`src/rtl/datapath_arbiter.sv`:
```
// datapath_arbiter: two-requester arbiter in front of a single-cycle datapath (macro DATAPATH_ARB_RR_EN selects round-robin)
module datapath_arbiter #(
  parameter int N = 16
) (
  input  logic                clk,
  input  logic                rst,
  input  logic                req0_valid,
  input  logic                req1_valid,
  output logic                req0_ready,
  output logic                req1_ready,
  input  logic signed [N-1:0] req0_a,
  input  logic signed [N-1:0] req0_b,
  input  logic signed [N-1:0] req1_a,
  input  logic signed [N-1:0] req1_b,
  input  logic        [2:0]   req0_op,
  input  logic        [2:0]   req1_op,
  output logic        [N-1:0] dp_a,
  output logic        [N-1:0] dp_b,
  output logic        [2:0]   dp_opcode,
  input  logic        [N-1:0] dp_y,
  input  logic                dp_co,
  output logic                rsp_valid,
  input  logic                rsp_ready,
  output logic        [N-1:0] rsp_y,
  output logic                rsp_co,
  output logic                rsp_id
);
  typedef enum logic [1:0] {IDLE, EXEC, RESP} state_t;
  state_t       state_q, state_d;
  logic [N-1:0] dp_a_q, dp_a_d, dp_b_q, dp_b_d, rsp_y_q, rsp_y_d;
  logic [2:0]   dp_op_q, dp_op_d;
  logic         rsp_co_q, rsp_co_d, rsp_id_q, rsp_id_d;
  logic         grant, accept;
`ifdef DATAPATH_ARB_RR_EN
  logic         last_grant_q, last_grant_d;
  // on contention favour whoever did not win last; otherwise the lone requester
  always_comb grant = (req0_valid && req1_valid) ? ~last_grant_q : ~req0_valid;
`else
  // requester 0 wins whenever it is asking
  always_comb grant = ~req0_valid;
`endif
  assign req0_ready = !rst && state_q == IDLE && req0_valid && !grant;
  assign req1_ready = !rst && state_q == IDLE && req1_valid && grant;
  assign accept     = req0_ready || req1_ready;
  assign dp_a       = dp_a_q;
  assign dp_b       = dp_b_q;
  assign dp_opcode  = dp_op_q;
  assign rsp_valid  = state_q == RESP;
  assign rsp_y      = rsp_y_q;
  assign rsp_co     = rsp_co_q;
  assign rsp_id     = rsp_id_q;
  // next state: latch operands on accept, capture result after one EXEC cycle, hold until handshake
  always_comb begin
    state_d  = state_q;
    dp_a_d   = dp_a_q;
    dp_b_d   = dp_b_q;
    dp_op_d  = dp_op_q;
    rsp_y_d  = rsp_y_q;
    rsp_co_d = rsp_co_q;
    rsp_id_d = rsp_id_q;
`ifdef DATAPATH_ARB_RR_EN
    last_grant_d = last_grant_q;
`endif
    case (state_q)
      IDLE: if (accept) begin
        state_d  = EXEC;
        dp_a_d   = grant ? req1_a : req0_a;
        dp_b_d   = grant ? req1_b : req0_b;
        dp_op_d  = grant ? req1_op : req0_op;
        rsp_id_d = grant;
`ifdef DATAPATH_ARB_RR_EN
        last_grant_d = grant;
`endif
      end
      EXEC: begin
        state_d  = RESP;
        rsp_y_d  = dp_y;
        rsp_co_d = dp_co;
      end
      RESP: state_d = rsp_ready ? IDLE : RESP;
      default: state_d = IDLE;
    endcase
  end
  // state and datapath registers; reset abandons any in-flight operation
  always_ff @(posedge clk or posedge rst) begin
    if (rst) begin
      state_q  <= IDLE;
      dp_a_q   <= '0;
      dp_b_q   <= '0;
      dp_op_q  <= '0;
      rsp_y_q  <= '0;
      rsp_co_q <= 1'b0;
      rsp_id_q <= 1'b0;
`ifdef DATAPATH_ARB_RR_EN
      last_grant_q <= 1'b1;
`endif
    end else begin
      state_q  <= state_d;
      dp_a_q   <= dp_a_d;
      dp_b_q   <= dp_b_d;
      dp_op_q  <= dp_op_d;
      rsp_y_q  <= rsp_y_d;
      rsp_co_q <= rsp_co_d;
      rsp_id_q <= rsp_id_d;
`ifdef DATAPATH_ARB_RR_EN
      last_grant_q <= last_grant_d;
`endif
    end
  end
endmodule

```
`config.mk`:
```
export PLATFORM = sky130hd
export DESIGN_NAME = datapath_arbiter
export DESIGN_NICKNAME = d
export VERILOG_FILES = /design/src/rtl/datapath_arbiter.sv
export SDC_FILE = /design/constraint.sdc
export NUM_CORES = 1
export LEC_CHECK = 0
export CAP_MARGIN = 20
export CELL_PAD_IN_SITES_DETAIL_PLACEMENT = 0
export CELL_PAD_IN_SITES_GLOBAL_PLACEMENT = 1
export CORE_ASPECT_RATIO = 0.8
export CORE_UTILIZATION = 30
export DETAILED_ROUTE_END_ITERATION = 8
export PLACE_DENSITY_LB_ADDON = 0.1
export SYNTH_ARGS = -nofsm -noshare
export SYNTH_HDL_FRONTEND = slang
export SYNTH_SLANG_ARGS = --single-unit
```
`constraint.sdc`:
```
create_clock -name clk -period 2.12 [get_ports clk]
set_clock_uncertainty 0.15 [all_clocks]
set_input_delay 0.53 -clock clk [delete_from_list [all_inputs] [get_ports clk]]
set_output_delay 0.53 -clock clk [all_outputs]
set_load 0.005 [all_outputs]
```
==> results.sh <==
export IMPL_wl_um=6380
export IMPL_endpoint_kind="output pin"
export IMPL_relSlewSlack_pct=80.2
export IMPL_leakagePower_nw=1.83
export IMPL_cts_root_buf="clkbuf_8"
export IMPL_final_core_util_pct=51.1
export IMPL_worst_hold_slack_ns=0.283
export IMPL_ios=148
export IMPL_nNetsFinal=412
export IMPL_maxCapViolCount=0
export IMPL_path_max_fanout=3
export IMPL_drc=0
export IMPL_syn_inst=164
export IMPL_instances_no_fill=432
export IMPL_syn_nets=256
export IMPL_row_count=30
export IMPL_synth_distinct_cells=17
export IMPL_syn_area_um2=2660
export IMPL_critical_path_class="register to output pin"
export IMPL_p_total_mw=4.53
export IMPL_status="finished, final reports clean"
export IMPL_min_period_ns=1.99
export IMPL_wl_per_cell_um=14.8
export IMPL_clkTransAtPathRegs_ns=0.10
export IMPL_clk_latency_ns=0.31
export IMPL_gp_congestion=0.648
export IMPL_clockBufferDepth=2
export IMPL_worstPathArrival_ns=1.31
export IMPL_hold_violations=0
export IMPL_grt_max_degree=32
export IMPL_hp_class="input pin to async pin"
export IMPL_rsz0062_at_grt="true"
export IMPL_first_iter_violations=22
export IMPL_ant_nets=0
export IMPL_nFillCells=775
export IMPL_grt_pass1_wl_um=10300
export IMPL_synth_seq_area_share_pct=51.8
export IMPL_dr_total_vias=1853
export IMPL_die_w_um=107
export IMPL_finalSetupViolCount=0
export IMPL_core_area_um2=8520
export IMPL_stdcell_area_um2=4350
export IMPL_dp_cells=423
export IMPL_tightest_slew_ns=0.297
export IMPL_dpl_cell_area_um2=4240
export IMPL_start_util_pct=31.2
export IMPL_dp_slack_ns=-0.425
export IMPL_htree_levels=2
export IMPL_ctsHoldBuffers=0
export IMPL_yosysWarnings=0
export IMPL_setup_slack_ns=0.129
export IMPL_tns_ns=0
export IMPL_first_global_vias=2035
export IMPL_slew_viol_final=0
export IMPL_synth_seq_cells=55
export IMPL_antenna_found_initial=0
export IMPL_die_area_um2=9230
export IMPL_worstPathRequired_ns=1.44
export IMPL_drive_gt1_share_pct=35.0
export IMPL_irDropWorstVdd_mv=0.437
export IMPL_first_pass_iters=2
export IMPL_grt_overflow=0
export IMPL_fmax_mhz=502
export IMPL_diodes=0
export IMPL_cts_tree="built"
export IMPL_track_usage_pct=14.5
export IMPL_viasPerCell=4.29
export IMPL_powerDensity_nw_per_um2=1040
export IMPL_seq_area_um2=1380
export IMPL_port_buffers=147
export IMPL_areaGrowthSynthToFinish_pct=63.9
export IMPL_cts_inserted_buffers=5
export IMPL_cp_start_kind="register"
export IMPL_multi_input_area_um2=1160
export IMPL_min_period_over_period_pct=93.9
export IMPL_dp_hpwl_um=4850
export IMPL_post_synth_cell_area_avg_um2=16.2
export IMPL_cts_sinks=55
export IMPL_die_h_um=86.1
[routing by layer]
layer / GRT usage, % / part of all wire, % / vias up
met5: 0 / 0 / -
met4: 5.35 / 1.7 / 0
met3: 6.08 / 11 / 11
met2: 20.7 / 40 / 87
met1: 19.6 / 47 / 871
li1: - / - / 884
[synthesized netlist by cell type (all sizes together)]
library cell,n,area share [%]
a21oi,1,0.19
and2,1,0.28
buf,10,4.6
dfrtp,55,52
inv,2,0.28
mux2,87,41
nand2,1,0.14
nand2b,1,0.24
nor2,2,0.28
nor3,1,0.38
o21a,1,0.28
o21ai,1,0.19
or2b,1,0.28
[where the power goes]
part	switching, mW	total [mW]	leakage [nW]	internal, mW
Sequential	0.251	1.77	0.644	1.52
Combinational	0.558	2.09	1.13	1.53
Clock	0.324	0.671	0.0513	0.347
Total	1.13	4.53	1.83	3.40
[flip-flops by register name, indices dropped and copies added (netlist names)]
| name | flops |
|---|---|
| dp_b | 16 |
| dp_opcode | 3 |
| dp_a | 16 |
| rsp_id | 1 |
| rsp_y | 16 |
| rsp_co | 1 |
| state_q | 2 |
[cell type report]
type	count	share of cell area (%)
flip-flops and latches	55	31.6
inverters	2	0.172
clock buffers	6	1.67
well taps	112	3.22
repair buffers	159	36.0
clock inverters	1	0.690
multi-input cells	97	26.6
[placed cells by master (no fill, tap or decap), drive strengths merged, types with 2 or more instances in the layout]
master           n
clkdlybuf4s50  142
mux2            87
dfrtp           55
buf             13
clkbuf           8
nor2             2
dlygate4sd2      2
inv              2
[repair_timing]
| item | 4_1_cts | 5_1_grt |
|---|---|---|
| pin swaps | 2 | 2 |
| setup endpoints to repair | 3 | 2 |
| gates resized for setup | 6 | 4 |
| setup buffers | 2 | 0 |
[cell families after synthesis]
logic type / count (synthesis) / synth area share [%]
simple gates: 7 / 1.60
compound gates: 3 / 0.659
mux: 87 / 41.0
flops: 55 / 51.8
buf+inv: 12 / 4.90
[worst paths after layout]
| kind | to | slack [ns] | cells after the start | from |
|---|---|---|---|---|
| setup / recovery | req0_ready | 0.13 | 4 | state_q[0] |
| hold / removal | rsp_id | 0.28 | 3 | rst |
| setup reg to reg | dp_b[14] | 0.15 | 7 | state_q[0] |
| hold reg to reg | rsp_y[14] | 0.36 | 1 | rsp_y[14] |
| max in group asynchronous | rsp_y[1] | 1.04 | 4 | rst |
| min in group clk | rsp_y[14] | 0.36 | 1 | rsp_y[14] |
[worst max-delay path: stages (launching register included)]
cell and delay, ns:
dfrtp_1 0.38, buf_4 0.15, nor3_4 0.20, and2_4 0.17, clkbuf_2 0.10
No activity file was read; power rests on OpenSTA's default activity.
